===== src/rtl/capture_pkg.sv =====
// Shared state encoding and default sizing for the capture controller.
package capture_pkg;

    localparam int ADDR_W_DEF = 9;
    localparam int DEPTH_DEF  = 1 << ADDR_W_DEF;
    localparam int NUM_CH_DEF = 5;

    typedef enum logic [2:0] {IDLE, PRE, ARMED, POST, DONE} cap_state_t;

endpackage


===== src/rtl/capture_addr_ctr.sv =====
// Sample RAM write address (wraps modulo DEPTH) and a saturating count of
// samples written since the last clear.
module capture_addr_ctr
    import capture_pkg::*;
#(
    parameter int ADDR_W = ADDR_W_DEF
) (
    input  logic              clk,
    input  logic              rst_n,
    input  logic              clr_i,
    input  logic              inc_i,
    output logic [ADDR_W-1:0] waddr_o,
    output logic [ADDR_W:0]   smpl_cnt_o
);

    localparam logic [ADDR_W:0] DEPTH = {1'b1, {ADDR_W{1'b0}}};

    logic [ADDR_W-1:0] waddr_q;
    logic [ADDR_W:0]   smpl_cnt_q;

    always_ff @(posedge clk or negedge rst_n) begin
        if (!rst_n) begin
            waddr_q    <= '0;
            smpl_cnt_q <= '0;
        end else if (clr_i) begin
            waddr_q    <= '0;
            smpl_cnt_q <= '0;
        end else if (inc_i) begin
            waddr_q <= waddr_q + ADDR_W'(1);
            // Saturate so a long ARMED wait cannot wrap the count back into range.
            if (smpl_cnt_q != DEPTH) begin
                smpl_cnt_q <= smpl_cnt_q + (ADDR_W+1)'(1);
            end
        end
    end

    assign waddr_o    = waddr_q;
    assign smpl_cnt_o = smpl_cnt_q;

endmodule


===== src/rtl/capture_ctrl.sv =====
// Capture sequencer: fills the pre-trigger window, arms the channel triggers,
// waits for the combined trigger, then records the post-trigger samples.
module capture_ctrl
    import capture_pkg::*;
#(
    parameter int ADDR_W = ADDR_W_DEF,
    parameter int NUM_CH = NUM_CH_DEF
) (
    input  logic              clk,
    input  logic              rst_n,
    input  logic [NUM_CH-1:0] ch_trig,
    input  logic              prot_trig,
    input  logic              capture_start,
    input  logic              capture_abort,
    input  logic              capture_ack,
    input  logic [ADDR_W-1:0] trig_pos,
    input  logic              smpl_en,
    output logic              set_armed,
    output logic              we,
    output logic [ADDR_W-1:0] waddr,
    output logic [ADDR_W-1:0] trig_addr,
    output logic              triggered,
    output logic              capture_done,
    output cap_state_t        dbg_state
);

    localparam logic [ADDR_W:0] DEPTH = {1'b1, {ADDR_W{1'b0}}};

    cap_state_t        state_q;
    logic [ADDR_W-1:0] post_cnt_q;
    logic [ADDR_W-1:0] trig_addr_q;
    logic              triggered_q;

    logic [ADDR_W:0]   smpl_cnt;
    logic [ADDR_W:0]   pre_target;
    logic [ADDR_W+1:0] smpl_next;
    logic              trigger;
    logic              start_ok;
    logic              post_empty;
    logic              pre_full;

    assign trigger    = (&ch_trig) & prot_trig;
    assign start_ok   = (state_q == IDLE) && capture_start && !capture_abort;
    assign post_empty = (post_cnt_q == '0);

    assign set_armed    = (state_q == ARMED) || (state_q == POST);
    assign capture_done = (state_q == DONE);
    assign dbg_state    = state_q;
    assign trig_addr    = trig_addr_q;
    assign triggered    = triggered_q;

    // With zero post samples requested, the single POST cycle must not write.
    always_comb begin
        we = 1'b0;
        case (state_q)
            PRE, ARMED: we = smpl_en;
            POST:       we = smpl_en && !post_empty;
            default:    we = 1'b0;
        endcase
    end

    // ">=" keeps PRE from stalling if trig_pos is moved below the count mid-fill.
    assign pre_target = DEPTH - {1'b0, trig_pos};
    assign smpl_next  = {1'b0, smpl_cnt} + (ADDR_W+2)'(1);
    assign pre_full   = we && (smpl_next >= {1'b0, pre_target});

    capture_addr_ctr #(
        .ADDR_W (ADDR_W)
    ) u_addr_ctr (
        .clk        (clk),
        .rst_n      (rst_n),
        .clr_i      (start_ok),
        .inc_i      (we),
        .waddr_o    (waddr),
        .smpl_cnt_o (smpl_cnt)
    );

    always_ff @(posedge clk or negedge rst_n) begin
        if (!rst_n) begin
            state_q     <= IDLE;
            post_cnt_q  <= '0;
            trig_addr_q <= '0;
            triggered_q <= 1'b0;
        end else if (capture_abort) begin
            state_q <= IDLE;
        end else begin
            case (state_q)
                IDLE: begin
                    if (capture_start) begin
                        state_q     <= PRE;
                        trig_addr_q <= '0;
                        triggered_q <= 1'b0;
                    end
                end
                PRE: begin
                    if (pre_full) begin
                        state_q <= ARMED;
                    end
                end
                ARMED: begin
                    if (trigger) begin
                        state_q     <= POST;
                        trig_addr_q <= waddr + ADDR_W'(we);
                        triggered_q <= 1'b1;
                        post_cnt_q  <= trig_pos;
                    end
                end
                POST: begin
                    if (post_empty) begin
                        state_q <= DONE;
                    end else if (we) begin
                        post_cnt_q <= post_cnt_q - ADDR_W'(1);
                        if (post_cnt_q == ADDR_W'(1)) begin
                            state_q <= DONE;
                        end
                    end
                end
                DONE: begin
                    if (capture_ack) begin
                        state_q <= IDLE;
                    end
                end
                default: state_q <= IDLE;
            endcase
        end
    end

endmodule


===== config.mk =====
export PLATFORM = sky130hd
export DESIGN_NAME = capture_ctrl
export DESIGN_NICKNAME = d
export VERILOG_FILES = /design/src/rtl/capture_pkg.sv /design/src/rtl/capture_addr_ctr.sv /design/src/rtl/capture_ctrl.sv
export SDC_FILE = /design/constraint.sdc
export NUM_CORES = 1
export LEC_CHECK = 0
export CAP_MARGIN = 5
export CORE_MARGIN = 3
export CORE_UTILIZATION = 46
export CTS_CLUSTER_SIZE = 30
export DETAILED_ROUTE_END_ITERATION = 8
export PLACE_DENSITY_LB_ADDON = 0.3
export SYNTH_ARGS = -nofsm -noshare
export SYNTH_HDL_FRONTEND = slang
export SYNTH_SLANG_ARGS = --single-unit

===== constraint.sdc =====
create_clock -name clk -period 2.2 [get_ports clk]
set_input_delay 0.44 -clock clk [delete_from_list [all_inputs] [get_ports clk]]
set_output_delay 0.44 -clock clk [all_outputs]
set_load 0.005 [all_outputs]

==> results of run 1 <==
==> cells by family after synthesis <==
logic type	after synthesis	synth area share, %
and+or+nand+nor	147	27.2
buffers and inverters	28	4.83
muxes	4	1.43
xor gates and xnor gates	27	8.44
DFF	41	36.6
AOI/OAI and AO/OA	58	13.0
adders and majority gates	19	8.49
==> worst max path at each step <==
stage | from | slack (ps) | endpoint | depth (start not counted)
final | trig_pos[5] | -250 | dbg_state[1]$_DFFE_PN0P_ | 11
after CTS | trig_pos[3] | -170 | dbg_state[1]$_DFFE_PN0P_ | 13
after detailed placement | trig_pos[2] | -920 | dbg_state[1]$_DFFE_PN0P_ | 13
after global placement | trig_pos[2] | -810 | dbg_state[1]$_DFFE_PN0P_ | 13
after floorplan | trig_pos[2] | -210 | dbg_state[1]$_DFFE_PN0P_ | 12
after global routing | trig_pos[2] | -300 | dbg_state[1]$_DFFE_PN0P_ | 13
==> critical path, stage by stage <==
cell and delay (ps):
dlygate4sd2_1 280, or3_4 430, nor2_4 130, xor2_1 160
ha_1 270, and3_4 160, nand3_2 70, a21oi_2 40
o31ai_1 250, nand4_1 160, a32o_2 250
==> layout by cell type (no fill, tap or decap), drive strengths merged, types with 2 or more instances in the layout <==
| cell type | synthesis | routed |
|---|---|---|
| buf | 5 | 59 |
| dfrtp | 41 | 41 |
| clkdlybuf4s50 | 0 | 37 |
| nand3 | 36 | 36 |
| nor2 | 34 | 34 |
| nand2 | 31 | 31 |
| o21ai | 26 | 26 |
| ha | 19 | 19 |
| xnor2 | 17 | 17 |
| inv | 13 | 13 |
| a21oi | 12 | 12 |
| nand2b | 10 | 10 |
| xor2 | 10 | 10 |
| nor3 | 7 | 7 |
| nand4 | 6 | 6 |
| clkbuf | 10 | 6 |
| and3 | 5 | 5 |
| and2 | 5 | 5 |
| mux2i | 4 | 4 |
| and4 | 3 | 3 |
| a211oi | 3 | 3 |
| or3 | 2 | 2 |
| o31ai | 2 | 2 |
| a22o | 2 | 2 |
| dlygate4sd2 | 0 | 2 |
| nor4 | 2 | 2 |
| a31oi | 2 | 2 |
==> power by group <==
part	switching [mW]	internal [mW]	leakage, nW	total, mW
clock	0.297	0.340	0.0543	0.637
combinational	0.643	0.594	1.21	1.24
sequential	0.135	0.863	0.562	0.998
==> registers in the layout, indices dropped and copies added (netlist names) <==
name and cells:
dbg_state 3, u_addr_ctr.smpl_cnt_o 10, triggered 1, trig_addr 9, u_addr_ctr.waddr_o 9, post_cnt_q 9
==> layout make-up <==
type / count / area [sq um]
Fill cell: 475 / 1830
Multi-Input combinational cell: 255 / 1750
Sequential cell: 41 / 1030
Timing Repair Buffer: 99 / 840
Tap cell: 72 / 90.1
Clock buffer: 5 / 68.8
Inverter: 13 / 51.3
Clock inverter: 3 / 46.3
==> per-stage QoR <==
stage / std cells / total power [mW] / setup TNS (ps) / hold WS [ps]
5_1_grt: 488 / 3.08 / -715 / 236
3_3_place_gp: 470 / 2.16 / -1500 / 462
6_report: 488 / 2.87 / -478 / 193
3_5_place_dp: 470 / 2.19 / -1720 / 469
2_1_floorplan: 324 / 1.71 / -307 / 144
4_1_cts: 486 / 2.86 / -327 / 222
==> per-layer routing <==
layer  GRT usage [%]  routed length [microns]
met3            4.15                      276
met5               0                        0
met2            37.3                     3650
met1            27.0                     3270
met4            5.41                       55
==> timing repair <==
item	4_1_cts	5_1_grt
hold buffers	0	0
endpoints found under the setup margin	6	14
resized for setup	27	15
endpoints found under the hold margin	0	0
buffers inserted	8	3
pin swaps	14	11
==> metrics.cfg, run 1 <==
[clock_tree]
cts_tree = yes
clk_path_buf_depth = 2
clock-sinks = 41
cts-buffers-inserted = 5
clk_pin_slew_ps = 80
h-tree-depth = 2
clk_latency_ps = 310
cts_root_buffer = clkbuf_8

[outcome]
violations = setup timing
status = complete, but fails checks

[synth]
synth.area.top_cells = dfrtp_1, ha_1, nand3_1
yosys-top-cells-count = dfrtp_1, nand3_1, nor2_1
yosysSeqAreaShare_pct = 36.6
synthArstFlopShare_pct = 100
syn_inst = 324
yosys_warnings = 0
ys.flop_type = dfrtp_1
syn_area_sq_mm = 0.00280
netlist-cell-type-count = 55
synth-edff-count = 0
yosys.area.top_type_share_pct = 36.6
synth_area_per_cell_sq_um = 8.64
synth.net_count = 364
synth-seq-cells = 41
synth_most_common_cell = dfrtp_1
yosysTopAreaCell = dfrtp_1

[timing]
finalHoldViolCount = 0
timing.final.crit_share_pct = 111
rsz0062_at_grt = true
fin_crit_ps = 2450
setup_violations = 3
max_slew.worst_pin.slew_ps = 538
report.final.slew_viol_count = 0
finClkSkew_ps = 5.57
max_freq_mhz = 409
post-route-worst-setup-slack_ps = -247
max_slew_margin_pct = 64.1

[job]
cap_violations = 0

[critical_path]
r2r_end = dbg_state[1]$_DFFE_PN0P_
cp-end-kind = flop
critPathKind = in -> reg
worstPathArrival_ps = 2640
worst-r2r-setup-slack_ps = -210
cp-start-kind = input pin
reg2reg_depth = 10
r2r_start = u_addr_ctr.smpl_cnt_o[2]$_DFFE_PN0P_
crit_fanout = 4
crit_required_ps = 2400

[die]
fp-row-count = 27
fp.dieW_microns = 84.0
die_h_microns = 84.0
start_util_pct = 49.0
die_area_sq_mm = 0.00706
core_sq_mm = 0.00571
num_io_pins = 46

[final_layout]
drive_above_1_share_pct = 24.8
layout.nets = 455
utilization_pct = 67.9
final_area_sq_mm = 0.00388
area_growth_syn_to_layout_pct = 38.4
n_antenna_cell = 0

[routing]
dr.pass1.iters = 5
routedWlPerCell_microns = 14.8
wl_microns = 7240
postRouteAntennaNets = 0
drc = 0
vias = 2674
viasPerCell = 5.48
first_iter_violations = 106

[placed_design]
dpl_cell_area_sq_mm = 0.00363
dp_hpwl_microns = 5190
place_congestion = 0.876
place_ws_ps = -917
port_buffers = 45

[pwr]
power_density_mw_per_mm2 = 741
p_leak_nw = 1.83
ir_drop_uv = 490

[grt]
grt_pass1_vias = 2657
grt_pass1_wl_microns = 12400
antenna_found_initial = 0
grt_max_degree = 42
grt.total_usage_pct = 21.4
grt_overflow_total = 0

[min_path]
hp-class = in -> async

Power figures use the tool's default switching activity.
==> run 2, diff against run 1 <==
--- a/config.mk
+++ b/config.mk
@@ -6,7 +6,8 @@
 export NUM_CORES = 1
 export LEC_CHECK = 0
 export CAP_MARGIN = 5
-export CORE_MARGIN = 3
+export CORE_ASPECT_RATIO = 0.7
+export CORE_MARGIN = 5
 export CORE_UTILIZATION = 46
 export CTS_CLUSTER_SIZE = 30
 export DETAILED_ROUTE_END_ITERATION = 8
==> metrics.cfg, run 2 (synthesis gave the netlist of run 1 again) <==
[routing]
vias = 2699  ; was 2,674
dr.pass1.iters = 5  ; unchanged
routedWlPerCell_microns = 15.8  ; was 14.8 microns
drc = 0  ; unchanged
viasPerCell = 5.55  ; was 5.48
postRouteAntennaNets = 0  ; unchanged
first_iter_violations = 198  ; was 106
wl_microns = 7700  ; was 7240 microns

[grt]
grt_overflow_total = 0  ; unchanged
grt_pass1_vias = 2630  ; was 2,657
grt_pass1_wl_microns = 12700  ; was 12,400 microns
grt.total_usage_pct = 20.9  ; was 21.4%
grt_max_degree = 42  ; unchanged
antenna_found_initial = 0  ; unchanged

[pwr]
internal_power_mw = 1.79  ; was 1.80 mW
p_seq_share_pct = 34.8  ; about the same
clock_power_share_pct = 21.8  ; was 22.2%
p_comb_share_pct = 43.3  ; was 43.1%
finalPower_mw = 2.88  ; was 2.87 mW
power_density_mw_per_mm2 = 748  ; was 741 mW/mm^2
switchingPower_mw = 1.09  ; was 1.08 mW
ir_drop_uv = 550  ; was 490 uV
p_leak_nw = 1.80  ; was 1.83 nW
p_sw_share_pct = 37.9  ; was 37.4%

[final_layout]
layout.nets = 450  ; was 455
area_growth_syn_to_layout_pct = 37.4  ; was 38.4%
n_antenna_cell = 0  ; unchanged
final_area_sq_mm = 0.00385  ; was 0.00388 sq mm
final_cell_mix = buf_4, dfrtp_1, clkdlybuf4s50_1, nand3_1, nor2_1  ; unchanged
layout_commonest_cell = buf_4  ; unchanged
layoutNonFillerInstCount = 486  ; was 488
largest_reg_flops = 10  ; unchanged
drive_above_1_share_pct = 23.8  ; was 24.8%
fillers = 467  ; was 475
utilization_pct = 66.2  ; was 67.9%

[timing]
setup_violations = 3  ; unchanged
finalHoldViolCount = 0  ; unchanged
timing.final.crit_share_pct = 108  ; was 111%
post-route-worst-setup-slack_ps = -179  ; was -247 ps
tns_ps = -373  ; was -478 ps
fin_worst_hold_slack_ps = 187  ; was 193 ps
finClkSkew_ps = 11.0  ; was 5.57 ps
report.final.slew_viol_count = 0  ; unchanged
rsz0062_at_grt = true  ; unchanged
max_freq_mhz = 420  ; was 409 MHz
max_slew_margin_pct = 64.8  ; was 64.1%
fin_crit_ps = 2380  ; was 2450 ps
max_slew.worst_pin.slew_ps = 529  ; was 538 ps

[die]
die_area_sq_mm = 0.00777  ; was 0.00706 sq mm
core_sq_mm = 0.00581  ; was 0.00571 sq mm
die_h_microns = 75.3  ; was 84.0 microns
fp.dieW_microns = 103  ; was 84.0 microns
start_util_pct = 48.2  ; was 49.0%
num_io_pins = 46  ; unchanged
fp-row-count = 23  ; was 27

[clock_tree]
clk_path_buf_depth = 2  ; unchanged
cts-buffers-inserted = 5  ; unchanged
cts_root_buffer = clkbuf_8  ; unchanged
clk_latency_ps = 300  ; was 310 ps
clock-sinks = 41  ; unchanged
clk_pin_slew_ps = 90  ; was 80 ps
h-tree-depth = 2  ; unchanged
cts_tree = yes  ; unchanged

[critical_path]
crit_required_ps = 2400  ; about the same
cpMaxStageDelayCell = or3_4  ; unchanged
timing.critical_path.buf_inv = 1  ; unchanged
cp-end-kind = flop  ; unchanged
crit_chain = buf_8 -> nor2_4 -> nand3_2 -> or3_4 -> nor2_4 -> xor2_1 -> ha_1 -> and3_4 -> nand3_2 -> a21oi_2 -> o31ai_1 -> nand4_1 -> a32o_2  ; was dlygate4sd2_1 -> or3_4 -> nor2_4 -> xor2_1 -> ha_1 -> and3_4 -> nand3_2 -> a21oi_2 -> o31ai_1 -> nand4_1 -> a32o_2
crit_fanout = 2  ; was 4
critPathKind = in -> reg  ; unchanged
cpLargestDelayFamily = simple AND/OR/NAND/NOR gates  ; unchanged
cpPeakStageDelay_ps = 350  ; was 430 ps
cp-start-kind = input pin  ; unchanged
worstPathArrival_ps = 2580  ; was 2640 ps

[min_path]
hp-class = in -> async  ; unchanged

[placed_design]
dpl_cell_area_sq_mm = 0.00360  ; was 0.00363 sq mm
dp_hpwl_microns = 5650  ; was 5190 microns
place_ws_ps = -902  ; was -917 ps
port_buffers = 45  ; unchanged
placed_cells = 467  ; was 470
place_congestion = 0.825  ; was 0.876

[job]
cap_violations = 0  ; unchanged

[outcome]
status = complete, but fails checks  ; unchanged
violations = setup timing  ; unchanged

==> run 2: final timing paths <==
path,start,end,slack (ps),cells past startpoint
min reg2reg,triggered$_DFFE_PN0P_,triggered$_DFFE_PN0P_,480,2
max,trig_pos[3],dbg_state[1]$_DFFE_PN0P_,-180,13
max reg2reg,u_addr_ctr.smpl_cnt_o[3]$_DFFE_PN0P_,dbg_state[1]$_DFFE_PN0P_,-150,10
min,rst_n,u_addr_ctr.smpl_cnt_o[3]$_DFFE_PN0P_,190,2
min in group clk,triggered$_DFFE_PN0P_,triggered$_DFFE_PN0P_,480,2
max in group asynchronous,rst_n,post_cnt_q[4]$_DFFE_PN0P_,1630,2
==> run 2: cell type report <==
class	instances	area [sq um]	area share [%]
clock buffer	5	68.8	1.79
inverter	13	51.3	1.33
multi-input combinational	255	1740	45.3
clock inverter	3	46.3	1.20
sequential	41	1030	26.7
timing repair buffer	94	817	21.2
tap	75	93.8	2.44
==> run 2: power by group through the flow <==
stage	combinational (mW)	clock, mW	sequential, mW
6_report	1.25	0.629	1.00
5_1_grt	1.38	0.672	1.02
4_1_cts	1.20	0.635	0.997
3_5_place_dp	1.15	0	1.01
3_3_place_gp	1.11	0	1.01
2_1_floorplan	0.703	0	1.00
==> run 2: per-layer routing <==
layer | GRT usage, % | part of all wire (%)
met5 | 0 | 0
met4 | 4.45 | 1.0
met3 | 4.26 | 6.9
met2 | 33.8 | 46
met1 | 29.3 | 46
==> run 2: timing repair <==
action | CTS | global route
buffers inserted | 9 | 2
gates resized for setup | 30 | 11
setup endpoints to repair | 7 | 17
hold endpoints to repair | 0 | 0
hold buffers | 0 | 0
pin swaps | 16 | 4
==> run 3, diff against run 2 <==
--- a/config.mk
+++ b/config.mk
@@ -6,7 +6,7 @@
 export NUM_CORES = 1
 export LEC_CHECK = 0
 export CAP_MARGIN = 5
-export CORE_ASPECT_RATIO = 0.7
+export CORE_ASPECT_RATIO = 1.2
 export CORE_MARGIN = 5
 export CORE_UTILIZATION = 46
 export CTS_CLUSTER_SIZE = 30
==> metrics.cfg, run 3 (synthesis gave the netlist of run 1 again) <==
[outcome]
violations = setup timing  ; unchanged
status = complete, but fails checks  ; unchanged

[clock_tree]
cts-buffers-inserted = 5  ; unchanged
h-tree-depth = 2  ; unchanged
cts_tree = yes  ; unchanged
clock-sinks = 41  ; unchanged
ctsHoldBuffers = 0  ; unchanged
clk_latency_ps = 310  ; was 300 ps
clk_pin_slew_ps = 90  ; about the same
cts_root_buffer = clkbuf_8  ; unchanged
clk_path_buf_depth = 2  ; unchanged

[final_layout]
n_antenna_cell = 0  ; unchanged
layoutNonFillerInstCount = 490  ; was 486
area_growth_syn_to_layout_pct = 35.0  ; was 37.4%
drive_above_1_share_pct = 22.1  ; was 23.8%
layout_commonest_cell = buf_4  ; unchanged
layout.nets = 447  ; was 450
final_cell_mix = buf_4, dfrtp_1, clkdlybuf4s50_1, nand3_1  ; was buf_4, dfrtp_1, clkdlybuf4s50_1, nand3_1, nor2_1
utilization_pct = 63.3  ; was 66.2%
fillers = 524  ; was 467
largest_reg_flops = 10  ; unchanged

[routing]
viasPerCell = 5.40  ; was 5.55
vias = 2645  ; was 2,699
dr.pass1.iters = 4  ; was 5
routedWlPerCell_microns = 14.8  ; was 15.8 microns
wl_microns = 7250  ; was 7700 microns
first_iter_violations = 94  ; was 198
postRouteAntennaNets = 0  ; unchanged
drc = 0  ; unchanged

[pwr]
p_seq_share_pct = 35.7  ; was 34.8%
switchingPower_mw = 1.10  ; was 1.09 mW
p_comb_share_pct = 44.6  ; was 43.3%
ir_drop_uv = 457  ; was 550 uV
power_density_mw_per_mm2 = 736  ; was 748 mW/mm^2
clock_power_share_pct = 19.7  ; was 21.8%
internal_power_mw = 1.68  ; was 1.79 mW
p_leak_nw = 1.75  ; was 1.80 nW
finalPower_mw = 2.78  ; was 2.88 mW
p_sw_share_pct = 39.4  ; was 37.9%

[timing]
max_freq_mhz = 417  ; was 420 MHz
max_slew_margin_pct = 63.8  ; was 64.8%
post-route-worst-setup-slack_ps = -199  ; was -179 ps
tns_ps = -298  ; was -373 ps
report.final.slew_viol_count = 0  ; unchanged
rsz0062_at_grt = true  ; unchanged
fin_crit_ps = 2400  ; was 2380 ps
fin_worst_hold_slack_ps = 193  ; was 187 ps
finClkSkew_ps = 7.70  ; was 11.0 ps
setup_violations = 2  ; was 3
max_slew.worst_pin.slew_ps = 542  ; was 529 ps
finalHoldViolCount = 0  ; unchanged
timing.final.crit_share_pct = 109  ; was 108%

[job]
cap_violations = 0  ; unchanged

[critical_path]
reg2reg_depth = 10  ; unchanged
worstPathArrival_ps = 2600  ; was 2580 ps
crit_fanout = 2  ; unchanged
critPathKind = in -> reg  ; unchanged
worst-r2r-setup-slack_ps = -130  ; was -150 ps
r2r_end = dbg_state[1]$_DFFE_PN0P_  ; unchanged
crit_required_ps = 2400  ; about the same
cp-end-kind = flop  ; unchanged
r2r_start = u_addr_ctr.smpl_cnt_o[2]$_DFFE_PN0P_  ; was u_addr_ctr.smpl_cnt_o[3]$_DFFE_PN0P_
cp-start-kind = input pin  ; unchanged

[min_path]
hp-class = in -> async  ; unchanged

[die]
fp-row-count = 31  ; was 23
die_area_sq_mm = 0.00775  ; was 0.00777 sq mm
fp.dieW_microns = 81.2  ; was 103 microns
die_h_microns = 95.5  ; was 75.3 microns
start_util_pct = 46.9  ; was 48.2%
core_sq_mm = 0.00597  ; was 0.00581 sq mm
num_io_pins = 46  ; unchanged

[grt]
grt_max_degree = 42  ; unchanged
grt_overflow_total = 0  ; unchanged
antenna_found_initial = 0  ; unchanged
grt_pass1_wl_microns = 11900  ; was 12,700 microns
grt.total_usage_pct = 19.7  ; was 20.9%
grt_pass1_vias = 2552  ; was 2,630

[placed_design]
port_buffers = 45  ; unchanged
dp_hpwl_microns = 5370  ; was 5650 microns
placed_cells = 476  ; was 467
place_congestion = 0.875  ; was 0.825

run 3: metrics by stage:
| step | worst slack, ps | area, sq um |
|---|---|---|
| after CTS | -192 | 3740 |
| after floorplan | -212 | 2850 |
| final | -199 | 3780 |
| after global placement | -828 | 3610 |
| after detailed placement | -901 | 3610 |
| after global routing | -334 | 3780 |
run 3: timing repair:
item	4_1_cts	5_1_grt
resized for setup	24	11
hold endpoints to repair	0	0
pin swaps	12	11
setup endpoints to repair	6	17
buffers inserted	4	2
run 3: layout make-up:
cell class                      count  area [sq um]  area share (%)
Sequential cell                    41          1030            27.2
Clock buffer                        5          68.8            1.82
Tap cell                           82           103            2.71
Inverter                           13          53.8            1.42
Clock inverter                      3          25.0           0.662
Multi-Input combinational cell    255          1720            45.5
Timing Repair Buffer               91           783            20.7
run 3: worst max-delay path by stage:
stage / start / endpoint / slack (ps)
after floorplan: trig_pos[2] / dbg_state[1]$_DFFE_PN0P_ / -210
after global placement: trig_pos[2] / dbg_state[1]$_DFFE_PN0P_ / -830
after detailed placement: trig_pos[2] / dbg_state[1]$_DFFE_PN0P_ / -900
after CTS: trig_pos[3] / dbg_state[1]$_DFFE_PN0P_ / -190
after global routing: trig_pos[3] / dbg_state[1]$_DFFE_PN0P_ / -330
final: trig_pos[3] / dbg_state[1]$_DFFE_PN0P_ / -200
run 3: layer usage:
metal,part of all wire (%),up-vias,wire length [microns],GRT usage [%]
met5,0,-,0,0
met4,1.6,0,118,5.92
met3,4.3,13,312,4.25
met2,51,61,3730,35.0
met1,43,1270,3090,23.7
li1,-,1301,-,-
run 3: power groups by stage:
stage | clock [mW] | sequential [mW] | combinational, mW
finish | 0.548 | 0.994 | 1.24
global route | 0.589 | 1.01 | 1.36
CTS | 0.561 | 0.991 | 1.21
detailed placement | 0 | 1.00 | 1.17
global placement | 0 | 1.00 | 1.15
floorplan | 0 | 1.00 | 0.703
run 3: worst max-delay path, stage by stage:
cell and delay (ps):
buf_6 100, nor2_4 110, nand3_2 80, or3_4 390, nor2_4 130, xor2_1 170
ha_1 270, and3_1 160, nand3_1 70, a21oi_1 50, o31ai_1 260, nand4_1 150
a32o_2 240
